**src/rtl/rtc_lectura.sv**
```systemverilog
// ---------------------------------------------------------------------------
// rtc_lectura
//   Register reader for the external RTC on the multiplexed AD/CS/RD/WR bus.
//   This is the read-side counterpart of the RTC initialisation sequencer.
//   A start request runs NUM_REGS transactions from FIRST_ADDR upward. Each
//   transaction writes an address and then reads back a data byte. Each
//   captured byte is presented on data_out/data_idx with a one-cycle
//   data_valid strobe.
//
// Ports
//   clock       in   1  system clock
//   reset       in   1  synchronous, active-low
//   start       in   1  begin a burst; sampled only in IDLE
//   ADin        in   8  AD bus read-back from the pad
//   cs          out  1  RTC chip select, active-low
//   ad          out  1  address/data select (0 = address, 1 = data)
//   rd          out  1  read strobe, active-low
//   wr          out  1  write strobe, active-low
//   ADout       out  8  AD bus drive value, 8'hFF when not driving
//   ad_oe       out  1  pad output enable for ADout (0 = tristate)
//   data_out    out  8  last captured register byte
//   data_idx    out  3  register index of data_out
//   data_valid  out  1  one-cycle strobe: data_out/data_idx are new
//   busy        out  1  burst in progress
//   done        out  1  one-cycle pulse at burst end
// ---------------------------------------------------------------------------
module rtc_lectura #(
   parameter logic [7:0] FIRST_ADDR = 8'h21,
   parameter int         NUM_REGS   = 7,
   parameter int         PULSE_CYC  = 5,
   parameter int         GAP_CYC    = 8
) (
   input  logic       clock,
   input  logic       reset,
   input  logic       start,
   input  logic [7:0] ADin,
   output logic       cs,
   output logic       ad,
   output logic       rd,
   output logic       wr,
   output logic [7:0] ADout,
   output logic       ad_oe,
   output logic [7:0] data_out,
   output logic [2:0] data_idx,
   output logic       data_valid,
   output logic       busy,
   output logic       done
);

   localparam int                CNT_W      = 16;
   localparam logic [CNT_W-1:0]  CNT_ONE    = 1;
   localparam logic [CNT_W-1:0]  PULSE_LAST = CNT_W'(PULSE_CYC - 1);
   localparam logic [CNT_W-1:0]  GAP_LAST   = CNT_W'(GAP_CYC - 1);
   localparam logic [2:0]        IDX_LAST   = 3'(NUM_REGS - 1);

   typedef enum logic [3:0] {
      S_IDLE,
      S_A_AD,
      S_A_CS,
      S_A_WR,
      S_A_DRV,
      S_A_WRH,
      S_A_CSH,
      S_A_ADH,
      S_A_GAP,
      S_R_CS,
      S_R_RD,
      S_R_RDH,
      S_R_CSH,
      S_R_GAP,
      S_DONE
   } state_t;

   state_t           state_q, state_d;
   logic [2:0]       idx_q, idx_d;
   logic [CNT_W-1:0] cnt_q, cnt_d;

   logic       cs_q, cs_d;
   logic       ad_q, ad_d;
   logic       rd_q, rd_d;
   logic       wr_q, wr_d;
   logic [7:0] adout_q, adout_d;
   logic       ad_oe_q, ad_oe_d;
   logic [7:0] data_out_q, data_out_d;
   logic [2:0] data_idx_q, data_idx_d;
   logic       data_valid_q, data_valid_d;
   logic       busy_q, busy_d;
   logic       done_q, done_d;

   // Next-state logic. cnt_d defaults to zero so that every multi-cycle
   // state starts counting from zero on entry. It only advances while the
   // FSM stays in the same state.
   always_comb begin
      state_d = state_q;
      idx_d   = idx_q;
      cnt_d   = '0;
      case (state_q)
         S_IDLE: begin
            if (start) begin
               state_d = S_A_AD;
               idx_d   = 3'd0;
            end
         end
         S_A_AD:  state_d = S_A_CS;
         S_A_CS:  state_d = S_A_WR;
         S_A_WR:  state_d = S_A_DRV;
         S_A_DRV: begin
            if (cnt_q == PULSE_LAST) state_d = S_A_WRH;
            else                     cnt_d   = cnt_q + CNT_ONE;
         end
         S_A_WRH: state_d = S_A_CSH;
         S_A_CSH: state_d = S_A_ADH;
         S_A_ADH: state_d = S_A_GAP;
         S_A_GAP: begin
            if (cnt_q == GAP_LAST) state_d = S_R_CS;
            else                   cnt_d   = cnt_q + CNT_ONE;
         end
         S_R_CS:  state_d = S_R_RD;
         S_R_RD: begin
            if (cnt_q == PULSE_LAST) state_d = S_R_RDH;
            else                     cnt_d   = cnt_q + CNT_ONE;
         end
         S_R_RDH: state_d = S_R_CSH;
         S_R_CSH: state_d = S_R_GAP;
         S_R_GAP: begin
            if (cnt_q == GAP_LAST) begin
               if (idx_q == IDX_LAST) begin
                  state_d = S_DONE;
               end else begin
                  state_d = S_A_AD;
                  idx_d   = idx_q + 3'd1;
               end
            end else begin
               cnt_d = cnt_q + CNT_ONE;
            end
         end
         S_DONE:  state_d = S_IDLE;
         default: state_d = S_IDLE;
      endcase
   end

   // Output decode. Outputs are decoded from the next state and registered
   // alongside it, so each output carries its listed value while the FSM
   // is in that state.
   always_comb begin
      cs_d  = !(state_d inside {S_A_CS, S_A_WR, S_A_DRV, S_A_WRH,
                                S_R_CS, S_R_RD, S_R_RDH});
      ad_d  = !(state_d inside {S_A_AD, S_A_CS, S_A_WR, S_A_DRV,
                                S_A_WRH, S_A_CSH});
      wr_d  = !(state_d inside {S_A_WR, S_A_DRV});
      rd_d  = (state_d != S_R_RD);
      ad_oe_d = (state_d inside {S_A_DRV, S_A_WRH});
      // 8-bit sum: the address wraps from 8'hFF to 8'h00.
      adout_d = ad_oe_d ? (FIRST_ADDR + {5'b00000, idx_d}) : 8'hFF;

      data_valid_d = (state_d == S_R_RDH);
      data_idx_d   = data_valid_d ? idx_d : data_idx_q;
      // ADin is sampled only on the edge that leaves R_RD.
      data_out_d   = (state_q == S_R_RD && state_d == S_R_RDH) ? ADin : data_out_q;

      busy_d = !(state_d inside {S_IDLE, S_DONE});
      done_d = (state_d == S_DONE);
   end

   always_ff @(posedge clock) begin
      if (!reset) begin
         state_q      <= S_IDLE;
         idx_q        <= 3'd0;
         cnt_q        <= '0;
         cs_q         <= 1'b1;
         ad_q         <= 1'b1;
         rd_q         <= 1'b1;
         wr_q         <= 1'b1;
         adout_q      <= 8'hFF;
         ad_oe_q      <= 1'b0;
         data_out_q   <= 8'h00;
         data_idx_q   <= 3'd0;
         data_valid_q <= 1'b0;
         busy_q       <= 1'b0;
         done_q       <= 1'b0;
      end else begin
         state_q      <= state_d;
         idx_q        <= idx_d;
         cnt_q        <= cnt_d;
         cs_q         <= cs_d;
         ad_q         <= ad_d;
         rd_q         <= rd_d;
         wr_q         <= wr_d;
         adout_q      <= adout_d;
         ad_oe_q      <= ad_oe_d;
         data_out_q   <= data_out_d;
         data_idx_q   <= data_idx_d;
         data_valid_q <= data_valid_d;
         busy_q       <= busy_d;
         done_q       <= done_d;
      end
   end

   assign cs         = cs_q;
   assign ad         = ad_q;
   assign rd         = rd_q;
   assign wr         = wr_q;
   assign ADout      = adout_q;
   assign ad_oe      = ad_oe_q;
   assign data_out   = data_out_q;
   assign data_idx   = data_idx_q;
   assign data_valid = data_valid_q;
   assign busy       = busy_q;
   assign done       = done_q;

endmodule
```
**config.mk**
```make
export PLATFORM = sky130hd
export DESIGN_NAME = rtc_lectura
export DESIGN_NICKNAME = d
export VERILOG_FILES = /design/src/rtl/rtc_lectura.sv
export SDC_FILE = /design/constraint.sdc
export NUM_CORES = 1
export LEC_CHECK = 0
export BUFFER_PORTS_ARGS = -buffer_cell sky130_fd_sc_hd__buf_2
export CORE_MARGIN = 4
export CORE_UTILIZATION = 59
export DETAILED_ROUTE_END_ITERATION = 8
export PLACE_DENSITY = 0.81
export SLEW_MARGIN = 30
export SYNTH_ARGS = -nofsm -noshare
export SYNTH_HDL_FRONTEND = slang
export SYNTH_SLANG_ARGS = --single-unit
```
**constraint.sdc**
```tcl
create_clock -name clock -period 7 [get_ports clock]
set_input_delay 1.4 -clock clock [delete_from_list [all_inputs] [get_ports clock]]
set_output_delay 1.4 -clock clock [all_outputs]
set_load 0.1 [all_outputs]
```
Word-level counts from Yosys, hierarchy flattened
Cells that the tools add are included.
- flip-flop bits (word level): 50
- input port bits: 11
- output and inout bits: 27
- word-level logic and storage cells: 73
- $add $sub $neg: 3
- eq/ne operators: 27
- mux-type cells: 14
- reductions and logical operators: 15
- operator list (operator ; number):
    $pmux W4 S14 ; 1
    $eq A4 B4 Y1 const B ; 10
    $eq A16 B3 Y1 const B ; 2
    $mux W16 ; 2
    $pmux W16 S2 ; 1
    $eq A4 B3 Y1 const B ; 7
    $mux W4 ; 6
    $add A16 B1 Y16 const B ; 1
    $eq A4 B2 Y1 const B ; 4
    $mux W3 ; 3
    $eq A4 B1 Y1 const B ; 2
    $logic_not A4 Y1 ; 2
    $add A6 B3 Y7 const A ; 1
    $reduce_bool A7 Y1 ; 1
    $pmux W3 S2 ; 1
    $reduce_bool A2 Y1 ; 3
    $reduce_bool A6 Y1 ; 1
    $logic_not A1 Y1 ; 4
    $ne A4 B4 Y1 const B ; 1
    $reduce_or A2 Y1 ; 2
    $add A3 B1 Y3 const B ; 1
    $eq A3 B3 Y1 const B ; 1
    $reduce_and A2 Y1 ; 1
    $logic_and A1 B1 Y1 ; 1

Logic depth before layout (Yosys ltp)
- depth in word-level cells: 7
- depth in mapped cells: 10
- gate-level depth less buffers: 9

Worst setup path before layout
Ideal clock, no wire load.
- path type: input to register
- start: input port start
- end: register adout_q[1] (netlist: ADout[1])
- library setup time: 125 ps
- arrival: 2990 ps
- setup slack: 3885 ps
- stages: 7
- buffers on the path: 0
- cell sequence: or4b_2 -> a21oi_1 -> o21ai_0 -> a21oi_1 -> inv_1 -> ha_1 -> nand2b_1
- elaborated cells between the ends (all ways): 9
- those cells by class: add/sub: 1; eq/ne: 2; mux: 4; reduce/logical: 2
- RTL lines (what ; line ; RTL):
    start, declared ; 35 ; input logic start,
    $mux W3 ; 99 ; if (start) begin
    $pmux W3 S2 ; 97 ; case (state_q)
    named net idx_d[1] ; 75 ; logic [2:0] idx_q, idx_d;
    $add A6 B3 Y7 ; 154 ; adout_d = ad_oe_d ? (FIRST_ADDR + {5'b00000, idx_d}) : 8'hFF;
    end signal, assigned ; 189 ; adout_q <= adout_d;
    end, declared ; 82 ; logic [7:0] adout_q, adout_d;
The timed path passes the listed nets, and every way through them passes these cells.
A chain may end at the register's enable or synchronous reset.

Final worst setup path
- start: input port start
- end: register adout_q[2] (netlist: ADout[2])
The elaborated chain is that of the path after synthesis.

==> flow_metrics.env <==
export IMPL_outcome="completed"
export IMPL_drive_gt1_share_pct=18.0
export IMPL_hold_slack_ns=0.448
export IMPL_ioPinCount=38
export IMPL_clkLatencyLatePin_ns=0.29
export IMPL_cts_buffers=5
export IMPL_cpPeakStageDelay_ns=0.59
export IMPL_fmax_mhz=317
export IMPL_synth_area_sq_um=2180
export IMPL_rsz0062_at_grt="false"
export IMPL_path_max_fanout=4
export IMPL_p_per_area_nw_per_um2=234
export IMPL_num_rows=21
export IMPL_slowest_stage="or4b_2"
export IMPL_wl_mm=4.10
export IMPL_power_mw=0.572
export IMPL_finalCriticalPeriod_ns=3.15
export IMPL_netlist_instances=261
export IMPL_cts_path_max_buffers=2
export IMPL_yosys_warnings=0
export IMPL_dp_cells=328
export IMPL_via_count=1803
export IMPL_ys_types=51
export IMPL_grt_ovfl_total=0
export IMPL_core_sq_um=3440
export IMPL_slew_headroom_pct=56.8
export IMPL_gp_congestion=0.862
export IMPL_synth_top_flop_cell="dfxtp_1"
export IMPL_instances_no_fill=335
export IMPL_vias_per_cell=5.38
export IMPL_maxCapViolCount=0
export IMPL_fin_setup_tns_ns=0
export IMPL_cp_required_ns=7.16
export IMPL_fin_nets=305
export IMPL_ctsResizeCount=0
export IMPL_wl_per_cell_um=12.3
export IMPL_dieHeight_um=68.8
export IMPL_cts_tree="yes"
export IMPL_finish_utilization_pct=70.9
export IMPL_critPathLaunchType="primary input"
export IMPL_drt_pass1_iter_count=4
export IMPL_hold_violations=0
export IMPL_cts_root_buf="clkbuf_8"
export IMPL_grt_pass1_vias=1588
export IMPL_grt_total_usage_pct=18.7
export IMPL_syn_avg_cell_area_sq_um=8.35
export IMPL_initial_core_util_pct=63.3
export IMPL_port_buffers=36
export IMPL_synth_sequential_area_ratio_pct=43.2
export IMPL_placed_area_sq_um=2340
export IMPL_peakVddDrop_uv=165
export IMPL_crit_chain="buf_2 > or4b_2 > a21oi_1 > o21ai_0 > a21oi_1 > inv_1 > ha_1 > xor2_1 > nand2_1"
export IMPL_cts_setup_buffers=0
export IMPL_dieArea_sq_um=4730
export IMPL_arrival_ns=3.32
export IMPL_setup_slack_ns=3.85
export IMPL_min_path_type="flip-flop to flip-flop"
export IMPL_grt_pass1_wl_mm=6.72
export IMPL_antenna_found_initial=0
export IMPL_setup_violations=0
export IMPL_hold_buffers=0
export IMPL_post_place_ws_ns=3.56
export IMPL_slew_viol_final=0
export IMPL_htreeDepth=2
export IMPL_drc=0
export IMPL_drt_iter0_markers=70
export IMPL_leakage_nw=0.979
export IMPL_fin_crit_sh_pct=45.1
export IMPL_num_antenna_cells=0
export IMPL_fin_skew_ns=0.00735
export IMPL_grt_max_degree=29
export IMPL_synth_fp_nets=277
export IMPL_clk_pin_slew_ns=0.08
export IMPL_worstMarginPinSlew_ns=0.645
export IMPL_crit_top_cell="a21oi_1"
export IMPL_clock_sinks=47
export IMPL_ys_seq_elements=47
export IMPL_path_class="primary input to flip-flop"
export IMPL_synth_edff_count=0
export IMPL_syn_to_final_growth_pct=12.0
export IMPL_postRouteAntennaNets=0
export IMPL_die_w_um=68.8
export IMPL_async_flop_share_pct=0
export IMPL_fillerInstances=290
export IMPL_end_kind="flip-flop"
export IMPL_finish_instance_area_sq_um=2440
export IMPL_hpwlAfterDp_mm=2.92
[sequential cells by signal (all words and copies together) (netlist names), 3 cells and up]
name      count
cnt_q        16
data_out      8
ADout         5
state_q       4
data_idx      3
idx_q         3
[cell usage after synthesis, drive strengths merged, types with 5 or more instances]
cell type	number	area, sq um
buf	9	56.3
clkbuf	6	22.5
nand2b	7	43.8
a21oi	6	30.0
o21ai	15	78.8
nor2	35	131
xor2	12	105
nor2b	6	37.5
ha	5	62.6
inv	11	41.3
nand3	19	95.1
dfxtp	47	941
nand2	30	115
[cells by family (layout without fill, tap and decap cells)]
logic type | Yosys count | count (layout) | share of synthesized area, %
simple gates | 122 | 122 | 28.9
flops | 47 | 47 | 43.2
compound gates | 44 | 44 | 13.0
buf+inv | 26 | 54 | 5.51
xor+xnor | 16 | 16 | 6.43
fa+ha+maj | 5 | 5 | 2.87
other cells | 1 | 1 | 0.172
[worst max-delay path: cells and delay by family]
family	cells	cell delay, ns
simple gates	2	0.66
xor+xnor	1	0.16
buf+inv	2	0.17
compound gates	3	0.71
fa+ha+maj	1	0.20
[per-layer routing]
layer  share of wire (%)  vias to the layer above  global-route usage [%]
met3                 4.4                        4                    4.38
met5                   0                        -                       0
li1                    -                      939                       -
met2                  50                       34                    33.4
met1                  45                      826                    22.2
met4                0.71                        0                    5.35
[layout by cell type, fill, tap and decap left out, drive strengths merged, types with 2 or more instances in the layout]
master / n
nand4: 3
or4: 3
a21oi: 6
xnor2: 4
o211ai: 2
nor3: 3
a31oi: 4
nand3: 19
a21o: 2
dfxtp: 47
nand2: 30
a211oi: 3
and2: 4
xor2: 12
inv: 11
buf: 36
nor2: 35
o21ai: 15
nor4: 3
nor2b: 6
clkbuf: 6
and3: 2
nand2b: 7
o22ai: 2
or4bb: 2
ha: 5
[cell type report]
type                       instances  area (sq um)  share of cell area [%]
multi-input combinational        188          1130                    46.4
sequential                        47           941                    38.5
timing repair buffer              36           180                    7.38
clock buffer                       6          82.6                    3.38
tap                               46          57.6                    2.36
inverter                          11          41.3                    1.69
clock inverter                     1          5.00                   0.205
[power breakdown]
part | internal [mW] | switching, mW
clock | 0.0774 | 0.0805
combinational | 0.0280 | 0.0980
sequential | 0.277 | 0.0108
[path summary, 6_finish.rpt]
| path | from | endpoint | slack (ns) | depth (start not counted) |
|---|---|---|---|---|
| worst max-delay path | start | ADout[2]$_SDFF_PN1_ | 3.85 | 9 |
| worst min-delay path | data_out[2]$_SDFFE_PN0P_ | data_out[2]$_SDFFE_PN0P_ | 0.45 | 2 |
| worst max register to register | cnt_q[0]$_SDFF_PN0_ | ad$_SDFF_PN1_ | 4.20 | 6 |
| worst min register to register | data_out[2]$_SDFFE_PN0P_ | data_out[2]$_SDFFE_PN0P_ | 0.45 | 2 |
(Power assumes the default switching activity.)
